`config.mk`:
```
export PLATFORM = sky130hd
export DESIGN_NAME = ninjin_ddr_arbiter_flat
export DESIGN_NICKNAME = d
export VERILOG_FILES = /design/src/rtl/ninjin_ddr_arbiter_if.sv /design/src/rtl/ninjin_ddr_arbiter.sv /design/src/flat_wrapper.sv
export SDC_FILE = /design/constraint.sdc
export NUM_CORES = 1
export LEC_CHECK = 0
export ABC_CLOCK_PERIOD_IN_PS = 7400
export BUFFER_PORTS_ARGS = -buffer_cell sky130_fd_sc_hd__buf_2
export CORE_AREA = 8 8 122 135
export CTS_CLUSTER_DIAMETER = 80
export DETAILED_ROUTE_END_ITERATION = 7
export DIE_AREA = 0 0 130 143
export PLACE_DENSITY = 0.9
export SLEW_MARGIN = 20
export SYNTH_ARGS = -nofsm -noshare
export SYNTH_HDL_FRONTEND = slang
export SYNTH_SLANG_ARGS = --single-unit
```
`constraint.sdc`:
```
create_clock -name clk -period 7.4 [get_ports clk]
set_input_delay 1.48 -clock clk [delete_from_list [all_inputs] [get_ports clk]]
set_output_delay 1.48 -clock clk [all_outputs]
set_load 0.02 [all_outputs]
```
`src/rtl/ninjin_ddr_arbiter_if.sv`:
```
// Bundles the ninjin read/write request channels and the shared DDR burst port.
// The arbiter uses the master view; the requesters and DDR master use the slave view.
interface ninjin_ddr_arbiter_if #(
    parameter int unsigned WORDSIZE = 32,
    parameter int unsigned LWIDTH   = 12,
    parameter int unsigned LSB      = 2
);
    logic                    rd_req;
    logic [WORDSIZE-1:0]     rd_base;
    logic [LWIDTH-1:0]       rd_len;
    logic                    rd_ack;
    logic                    rd_done;
    logic                    wr_req;
    logic [WORDSIZE-1:0]     wr_base;
    logic [LWIDTH-1:0]       wr_len;
    logic                    wr_ack;
    logic                    wr_done;
    logic                    ddr_req;
    logic                    ddr_mode;
    logic [WORDSIZE+LSB-1:0] ddr_base;
    logic [LWIDTH-1:0]       ddr_len;
    logic                    ddr_done;

    modport master (
        input  rd_req, rd_base, rd_len, wr_req, wr_base, wr_len, ddr_done,
        output rd_ack, rd_done, wr_ack, wr_done, ddr_req, ddr_mode, ddr_base, ddr_len
    );

    modport slave (
        output rd_req, rd_base, rd_len, wr_req, wr_base, wr_len, ddr_done,
        input  rd_ack, rd_done, wr_ack, wr_done, ddr_req, ddr_mode, ddr_base, ddr_len
    );
endinterface

```
`src/rtl/ninjin_ddr_arbiter.sv`:
```
// Round-robin burst sequencer for the ninjin prefetch (read) and post (write) DDR channels.
// Define NINJIN_ARB_WPRIO_EN to give the write channel priority when both are pending.
module ninjin_ddr_arbiter #(
    parameter int unsigned WORDSIZE  = 32,
    parameter int unsigned LWIDTH    = 12,
    parameter int unsigned BURST_MAX = 256,
    parameter int unsigned LSB       = 2
) (
    input logic                   clk,
    input logic                   xrst,
    ninjin_ddr_arbiter_if.master  arb
);

    localparam logic [LWIDTH-1:0] BurstMax = LWIDTH'(BURST_MAX);

    typedef enum logic [1:0] {StIdle, StIssue, StWait} state_e;

    state_e state_q, state_d;
    logic   grant_q, grant_d;  // 0 = read channel, 1 = write channel
    logic   last_grant_q;

    logic [1:0]          pend_q;
    logic [WORDSIZE-1:0] base_q [2];
    logic [LWIDTH-1:0]   rest_q [2];
    logic [1:0]          ack_q, done_q, zdone_q;

    logic                    ddr_mode_q;
    logic [WORDSIZE+LSB-1:0] ddr_base_q;
    logic [LWIDTH-1:0]       ddr_len_q;

    logic [1:0]          req;
    logic [WORDSIZE-1:0] req_base [2];
    logic [LWIDTH-1:0]   req_len  [2];
    logic                start;

    assign req         = {arb.wr_req, arb.rd_req};
    assign req_base[0] = arb.rd_base;
    assign req_base[1] = arb.wr_base;
    assign req_len[0]  = arb.rd_len;
    assign req_len[1]  = arb.wr_len;
    assign start       = (state_q == StIdle) && (state_d == StIssue);

    // State register
    always_ff @(posedge clk or negedge xrst) begin
        if (!xrst) begin
            state_q      <= StIdle;
            grant_q      <= 1'b0;
            last_grant_q <= 1'b1;
        end else begin
            state_q <= state_d;
            grant_q <= grant_d;
            if (start) last_grant_q <= grant_d;
        end
    end

    // Next-state and arbitration
    always_comb begin
        state_d = state_q;
        grant_d = grant_q;
        unique case (state_q)
            StIdle: begin
                if (|pend_q) begin
                    state_d = StIssue;
                    if (pend_q == 2'b11) begin
`ifdef NINJIN_ARB_WPRIO_EN
                        grant_d = 1'b1;
`else
                        grant_d = ~last_grant_q;
`endif
                    end else begin
                        grant_d = pend_q[1];
                    end
                end
            end
            StIssue: state_d = StWait;
            StWait:  if (arb.ddr_done) state_d = StIdle;
            default: state_d = StIdle;
        endcase
    end

    // Outputs
    always_comb begin
        arb.ddr_req = (state_q == StIssue);
    end

    assign arb.ddr_mode = ddr_mode_q;
    assign arb.ddr_base = ddr_base_q;
    assign arb.ddr_len  = ddr_len_q;
    assign arb.rd_ack   = ack_q[0];
    assign arb.wr_ack   = ack_q[1];
    assign arb.rd_done  = done_q[0];
    assign arb.wr_done  = done_q[1];

    // Per-channel transfer bookkeeping and burst command registers
    always_ff @(posedge clk or negedge xrst) begin
        if (!xrst) begin
            pend_q     <= '0;
            base_q[0]  <= '0;
            base_q[1]  <= '0;
            rest_q[0]  <= '0;
            rest_q[1]  <= '0;
            ack_q      <= '0;
            done_q     <= '0;
            zdone_q    <= '0;
            ddr_mode_q <= 1'b0;
            ddr_base_q <= '0;
            ddr_len_q  <= '0;
        end else begin
            ack_q   <= '0;
            done_q  <= zdone_q;
            zdone_q <= '0;

            if (start) begin
                ddr_mode_q <= grant_d;
                ddr_base_q <= (WORDSIZE+LSB)'(base_q[grant_d]) << LSB;
                ddr_len_q  <= (rest_q[grant_d] > BurstMax) ? BurstMax : rest_q[grant_d];
            end

            if (state_q == StWait && arb.ddr_done) begin
                base_q[grant_q] <= base_q[grant_q] + WORDSIZE'(ddr_len_q);
                rest_q[grant_q] <= rest_q[grant_q] - ddr_len_q;
                if (rest_q[grant_q] == ddr_len_q) begin
                    pend_q[grant_q] <= 1'b0;
                    done_q[grant_q] <= 1'b1;
                end
            end

            // A channel only accepts while idle, so this never collides with its own burst update
            for (int c = 0; c < 2; c++) begin
                if (req[c] && !pend_q[c]) begin
                    base_q[c] <= req_base[c];
                    rest_q[c] <= req_len[c];
                    ack_q[c]  <= 1'b1;
                    if (req_len[c] != '0) pend_q[c]  <= 1'b1;
                    else                  zdone_q[c] <= 1'b1;
                end
            end
        end
    end

endmodule

```
`src/flat_wrapper.sv`:
```
// flat-port wrapper written by rule: the top's interface ports become plain ports
module ninjin_ddr_arbiter_flat 
#(
    parameter int unsigned WORDSIZE  = 32,
    parameter int unsigned LWIDTH    = 12,
    parameter int unsigned BURST_MAX = 256,
    parameter int unsigned LSB       = 2
)
  (clk, xrst, arb_rd_req, arb_rd_base, arb_rd_len, arb_wr_req, arb_wr_base, arb_wr_len, arb_ddr_done, arb_rd_ack, arb_rd_done, arb_wr_ack, arb_wr_done, arb_ddr_req, arb_ddr_mode, arb_ddr_base, arb_ddr_len);
  ninjin_ddr_arbiter_if #(.WORDSIZE(WORDSIZE), .LWIDTH(LWIDTH), .LSB(LSB)) arb_i ();
  input logic clk;
  input logic xrst;
  input wire logic [$bits(arb_i.rd_req)-1:0] arb_rd_req;
  input wire logic [$bits(arb_i.rd_base)-1:0] arb_rd_base;
  input wire logic [$bits(arb_i.rd_len)-1:0] arb_rd_len;
  input wire logic [$bits(arb_i.wr_req)-1:0] arb_wr_req;
  input wire logic [$bits(arb_i.wr_base)-1:0] arb_wr_base;
  input wire logic [$bits(arb_i.wr_len)-1:0] arb_wr_len;
  input wire logic [$bits(arb_i.ddr_done)-1:0] arb_ddr_done;
  output wire logic [$bits(arb_i.rd_ack)-1:0] arb_rd_ack;
  output wire logic [$bits(arb_i.rd_done)-1:0] arb_rd_done;
  output wire logic [$bits(arb_i.wr_ack)-1:0] arb_wr_ack;
  output wire logic [$bits(arb_i.wr_done)-1:0] arb_wr_done;
  output wire logic [$bits(arb_i.ddr_req)-1:0] arb_ddr_req;
  output wire logic [$bits(arb_i.ddr_mode)-1:0] arb_ddr_mode;
  output wire logic [$bits(arb_i.ddr_base)-1:0] arb_ddr_base;
  output wire logic [$bits(arb_i.ddr_len)-1:0] arb_ddr_len;
  assign arb_i.rd_req = arb_rd_req;
  assign arb_i.rd_base = arb_rd_base;
  assign arb_i.rd_len = arb_rd_len;
  assign arb_i.wr_req = arb_wr_req;
  assign arb_i.wr_base = arb_wr_base;
  assign arb_i.wr_len = arb_wr_len;
  assign arb_i.ddr_done = arb_ddr_done;
  assign arb_rd_ack = arb_i.rd_ack;
  assign arb_rd_done = arb_i.rd_done;
  assign arb_wr_ack = arb_i.wr_ack;
  assign arb_wr_done = arb_i.wr_done;
  assign arb_ddr_req = arb_i.ddr_req;
  assign arb_ddr_mode = arb_i.ddr_mode;
  assign arb_ddr_base = arb_i.ddr_base;
  assign arb_ddr_len = arb_i.ddr_len;
  ninjin_ddr_arbiter #(.WORDSIZE(WORDSIZE), .LWIDTH(LWIDTH), .BURST_MAX(BURST_MAX), .LSB(LSB)) u_core (.clk(clk), .xrst(xrst), .arb(arb_i));
endmodule
```
; Yosys cells after proc, flatten, opt, wreduce, memory -nomap -nowiden
; Index checks and enable logic that the tools add are counted.
[op_classes]
addsub = 2
n_lt_le_gt_ge = 6
n_eq_ne = 5
mux = 47
bitwise = 6
n_reduce_logical = 14
[ops]
columns = cell, count
row1 = 32-bit two-way mux, 9
row2 = 12-bit two-way mux, 10
row3 = 64-bit bitwise mux, 1
row4 = 64-bit two-way mux, 1
row5 = 32-bit by 12-bit adder with 32-bit output, 1
row6 = 32-bit demux with 1-bit select, 1
row7 = 24-bit bitwise mux, 1
row8 = 24-bit two-way mux, 1
row9 = 12-bit nonzero test, 2
row10 = 1-bit two-way mux, 14
row11 = 12-bit demux with 1-bit select, 1
row12 = 12-bit == test, 1
row13 = 12-bit by 9-bit greater-than comparator with 1-bit output (second input constant), 1
row14 = 2-bit two-way mux, 6
row15 = 12-bit subtractor, 1
row16 = 1-bit logical AND, 6
row17 = 2-bit one-hot mux with 3 select lines, 1
row18 = 2-bit by 1-bit == test with 1-bit output (second input constant), 2
row19 = 2-bit == test (second input constant), 2
row20 = 2-bit greater-or-equal comparator (second input constant), 2
row21 = 1-bit inverter with 2-bit output, 2
row22 = 2-bit nonzero test, 2
row23 = 2-bit AND, 1
row24 = 1-bit logical NOT, 2
row25 = other kinds (9), 9
[totals]
regBits = 145
output_inout_bits = 52
wordCells = 94

; Depth between registers and ports, before layout
[logic_depth]
word_depth = 10
ltp_mapped = 15
depth_no_buf = 11

; Worst setup path before layout
; OpenSTA, ideal clock, no wires.
[synth_path]
path_kind = register to register
start = register u_core.grant_q
end = register u_core.base_q[19] in the netlist's numbering
setup_time_ns = 0.127
arrival_time_ns = 3.199
slack_ns = 4.073
stages_incl_launch_ff = 16
n_path_buf = 6
synth_period_minus_slack_ns = 3.327
path_cell_list = dfrtp_1 -> buf_2 -> buf_2 -> buf_2 -> buf_2 -> mux2_2 -> ha_1 -> buf_2 -> a21o_1 -> a21oi_1 -> nand3b_1 -> o211ai_2 -> buf_2 -> nor2_1 -> xor2_1 -> o21ai_1
[synth_between]
elab_chain_len = 8
[synth_rtl]
columns = item, line_no
row1 = "start, declared", ninjin_ddr_arbiter.sv:19  ; logic grant_q, grant_d;
row2 = "start signal, assigned", ninjin_ddr_arbiter.sv:51  ; grant_q <= grant_d;
row3 = 1-bit inverter with 2-bit output (implied by the code) (*), ninjin_ddr_arbiter.sv:120  ; base_q[grant_q] <= base_q[grant_q] + WORDSIZE'(ddr_len_q);
row4 = "32-bit two-way mux (implied by the code), or another cell as far along", ninjin_ddr_arbiter.sv:120
row5 = 32-bit two-way mux (implied by the code) / 1-bit logical AND (equally long branches), ninjin_ddr_arbiter.sv:120
row6 = 32-bit two-way mux (implied by the code), ninjin_ddr_arbiter.sv:120
row7 = 32-bit by 12-bit adder with 32-bit output / 32-bit demux with 1-bit select (equally long branches), ninjin_ddr_arbiter.sv:120
row8 = 64-bit bitwise mux (*), ninjin_ddr_arbiter.sv:120
row9 = 64-bit two-way mux (*), ninjin_ddr_arbiter.sv:119  ; if (state_q == StWait && arb.ddr_done) begin
row10 = 32-bit two-way mux (*), ninjin_ddr_arbiter.sv:130  ; if (req[c] && !pend_q[c]) begin
row11 = "end signal, assigned by index", ninjin_ddr_arbiter.sv:120
row12 = "end signal, assigned by index", ninjin_ddr_arbiter.sv:131  ; base_q[c] <= req_base[c];
row13 = "end, declared", ninjin_ddr_arbiter.sv:23  ; logic [WORDSIZE-1:0] base_q [2];
; Mark *: on every way between the ends. The rest lies on a longest branch, timed or not. The select of a mux whose other input is x is not followed.
; A chain may end at the register's enable or synchronous reset.

; Final worst setup path
[layout_path]
start = register u_core.grant_q
end = register u_core.rest_q[22] in the netlist's numbering
[layout_between]
elab_chain_len = 8
[layout_rtl]
columns = item, line_no
row1 = 1-bit inverter with 2-bit output (implied by the code) (*), ninjin_ddr_arbiter.sv:121  ; rest_q[grant_q] <= rest_q[grant_q] - ddr_len_q;
row2 = "12-bit two-way mux (implied by the code), or another cell as far along", ninjin_ddr_arbiter.sv:121
row3 = 12-bit two-way mux (implied by the code) / 1-bit logical AND (equally long branches), ninjin_ddr_arbiter.sv:121
row4 = 12-bit two-way mux (implied by the code), ninjin_ddr_arbiter.sv:121
row5 = 12-bit subtractor / 12-bit demux with 1-bit select (equally long branches), ninjin_ddr_arbiter.sv:121
row6 = 24-bit bitwise mux (*), ninjin_ddr_arbiter.sv:121
row7 = 24-bit two-way mux (*), ninjin_ddr_arbiter.sv:119
row8 = 12-bit two-way mux (*), ninjin_ddr_arbiter.sv:130
row9 = "end signal, assigned by index", ninjin_ddr_arbiter.sv:121
row10 = "end signal, assigned by index", ninjin_ddr_arbiter.sv:132  ; rest_q[c] <= req_len[c];
row11 = "end, declared", ninjin_ddr_arbiter.sv:24  ; logic [LWIDTH-1:0] rest_q [2];
; Marked as above.

==> metrics.md <==
| Metric | Value |
|---|---|
| Status | `finished, final reports clean` |
| Row count | `46` |
| Worst hold slack | `between 0.4 and 0.5 ns` |
| Final slew viol count | `0` |
| Die Wd | `130 um` |
| Worst Path Max Fanout | `50` |
| CP required | `7.77 ns` |
| Port Buffers | `142` |
| CTS H-tree lvls | `4` |
| CP dominant cell by count | `a21oi_1` |
| Area occupied by multi-input gates | `4540 sq um` |
| Total die area | `between 15000 and 20000 sq um` |
| Post-route DRC | `0` |
| Mapped Avg Cell Area | `between 8 and 9 sq um` |
| Crit-path slowest cell | `dfrtp_2` |
| Drt total wl | `~27000 um` |
| Io pins | `~150` |
| # fillers | `between 1000 and 1500` |
| Initial antenna violation count | `0` |
| Slew HR | `between 30% and 40%` |
| Vias in the first global route | `approximately 8400` |
| Count of cell types in the netlist | `between 60 and 70` |
| Tmin final | `between 3 and 4 ns` |
| Post-CTS Setup Inserts | `0` |
| Number of flops mapped to enable cells by yosys | `0` |
| Ys flop type | `dfrtp_1` |
| Worst setup SP type | `flop` |
| Worst Max-Slew Pin Slew | `around 0.97 ns` |
| Clk pin slew, worst setup/hold paths | `roughly 0.06 ns` |
| Worst Skew | `around 0.0087 ns` |
| Pre-CTS setup slack | `3.64 ns` |
| Layout overhead on the synthesized area | `17.5%` |
| Commonest non-fill, non-tap cell in the layout | `dfrtp_1` |
| Flop and latch count out of synthesis | `approximately 150` |
| Commonest non-fill, non-tap cells in the layout | `143 x dfrtp_1, 141 x buf_2, 139 x nand2_1` |
| Crit end category | `flop` |
| Setup_tns | `0 ns` |
| Final setup vio count | `0` |
| Worst-Skew Late Latency | `between 0.4 and 0.5 ns` |
| Proportion of layout cells with a drive suffix above 1 | `about a fifth` |
| GRT overflow | `0` |
| Crit path buffers/inverters | `2` |
| DR iter-0 viols | `~1100` |
| HP Class | `flop to flop` |
| Post-DP HPWL | `17700 um` |
| Core Util, Final | `a little over two thirds` |
| Via-to-Cell Ratio | `roughly 6.5` |
| Sequential fraction of design power | `roughly 30%` |
| Wirelength per Cell | `a little over 20 um` |
| RSZ-0062 raised after global routing | `false` |
| Ant. Diodes | `0` |
| Max_cap viols | `0` |
| Fraction of registers with async set/reset | `100%` |
| Via count | `8352` |
| P_leak | `4.45 nW` |
| CTS Sinks | `~150` |
| Internal power | `between 2 and 3 mW` |
| YS warnings | `0` |
| Gr usage total | `~29%` |
| Switching Power | `around 2.3 mW` |
| CP Class | `flop to flop` |
| Core area | `approximately 14000 sq um` |
| Critical path's top delay family | `compound AO/OA/AOI/OAI gates` |
| CP Cell Sequence | `buf_4, mux2i_1, ha_1, inv_1, fa_1, a21o_1, a21oi_1, o21ai_0, a41oi_1, xnor2_1, nand2_1, a21oi_1` |
| CTS Hold Bufs | `0` |
| Clk buf depth | `2` |
| Die height | `between 100 and 150 um` |
| Final Cycle Share | `about half` |
| GP Congestion | `around 0.96` |
| Initial core utilization | `between 50% and 60%` |
| First-pass GRT wire length | `~43000 um` |
| Synth Cell Area | `around 8500 sq um` |
| Final net count | `1194` |
| Net Sw Frac | `roughly 45%` |
| Endpoints failing hold | `0` |
| VDD IR-drop max | `~280 uV` |
| Post-CTS Resized | `0` |
| Max Clock Freq | `approximately 280 MHz` |
| Comb pwr share | `between 50% and 60%` |
| Post-Syn Instances | `roughly 960` |
| CTS tree | `built` |
| PD cells | `around 510 nW/um^2` |
| Largest net degree at the start of global routing | `79` |
| Clk pwr share | `between 10% and 20%` |
| Post-route ant nets | `0` |
| CTS root buffer | `clkbuf_16` |
| Sequential element share of the synthesized area | `between 40% and 50%` |
| CP max stage delay | `around 0.61 ns` |
| Final Worst Setup Slack | `3.84 ns` |
| First-pass iteration count of the detailed router | `8` |
| Reg area | `~3600 sq um` |
| Critical path arrival | `3.92 ns` |
| Cts bufs inserted | `17` |
## registers in the layout, summed over array words and instances (netlist names), 2 cells and up
name / flops
u_core.arb.ddr_base: 32
u_core.pend_q: 2
u_core.zdone_q: 2
u_core.ack_q: 2
u_core.base_q: 64
u_core.done_q: 2
u_core.arb.ddr_len: 12
u_core.rest_q: 24
u_core.state_q: 2
## path summary, 6_finish.rpt
kind | from | to | slack [ns] | cells past startpoint
max | u_core.grant_q$_DFF_PN0_ | u_core.rest_q[22]$_DFFE_PN0P_ | 3.84 | 12
min | u_core.zdone_q[1]$_DFF_PN0_ | u_core.done_q[1]$_DFF_PN0_ | 0.46 | 1
max reg2reg | u_core.grant_q$_DFF_PN0_ | u_core.rest_q[22]$_DFFE_PN0P_ | 3.84 | 12
min reg2reg | u_core.zdone_q[1]$_DFF_PN0_ | u_core.done_q[1]$_DFF_PN0_ | 0.46 | 1
max in group asynchronous | xrst | u_core.grant_q$_DFF_PN0_ | 4.90 | 2
min in group asynchronous | xrst | u_core.rest_q[19]$_DFFE_PN0P_ | 1.07 | 1
## area by class of cell
type | instances | area share, %
multi-input combinational | 736 | 45.5
sequential | 145 | 36.4
timing repair buffer | 154 | 8.09
clock buffer | 18 | 4.40
tap | 192 | 2.41
clock inverter | 14 | 2.36
inverter | 22 | 0.828
## kinds of logic after synthesis
logic type / share of synthesized area [%]
fa+ha+maj: 3.86
flops: 42.8
buf+inv: 4.10
mux: 6.18
other cells: 0.0442
xor+xnor: 4.95
simple gates: 18.4
compound gates: 19.7
## Yosys cell counts (5+ instances only)
cell	instances	area, sq um
nand2_1	139	522
nor3_1	8	40.0
xor2_1	14	123
nand4_1	9	56.3
nand3b_1	8	60.1
o22ai_1	41	257
mux2i_1	22	220
o21ai_0	66	330
inv_1	20	75.1
a21o_1	7	52.6
and3_1	21	131
nor4_1	14	87.6
nand3_1	26	130
o21a_1	12	90.1
nand2b_1	9	56.3
a31oi_1	18	113
dfrtp_1	144	3600
or3_1	5	31.3
mux2_2	27	304
nor2_1	63	236
ha_1	23	288
buf_2	14	70.1
xnor2_1	34	298
a21oi_1	73	365
o21ai_1	46	230
clkbuf_1	44	165
## layer usage
metal	vias to the layer above	global-route usage, %	routed length [um]
li1	3675	-	-
met5	-	0	0
met2	605	47.1	12700
met1	3944	35.8	9760
met3	128	6.27	2780
met4	0	18.2	1340
## per-stage QoR
| step | power (mW) | cells | area (sq um) |
|---|---|---|---|
| after global routing | 5.37 | 1281 | 9980 |
| after global placement | 3.87 | 1249 | 9300 |
| after detailed placement | 3.97 | 1249 | 9300 |
| final | 5.07 | 1281 | 9980 |
| after CTS | 5.01 | 1281 | 9970 |
| after floorplan | 3.29 | 965 | 8490 |
## worst reg2reg max path, delay by kind of cell (launching register included)
family,cells,cell delay (ns)
compound gates,5,1.03
xor+xnor,1,0.20
fa+ha+maj,2,0.62
buf+inv,2,0.66
flops,1,0.61
mux,1,0.27
simple gates,1,0.08
## power by group through the flow
stage | clock, mW | combinational, mW | sequential [mW]
2_1_floorplan | 0 | 1.79 | 1.50
3_3_place_gp | 0 | 2.40 | 1.47
3_5_place_dp | 0 | 2.48 | 1.49
4_1_cts | 0.993 | 2.54 | 1.48
5_1_grt | 1.03 | 2.80 | 1.54
6_report | 0.987 | 2.58 | 1.50
Power figures use the tool's default switching activity.
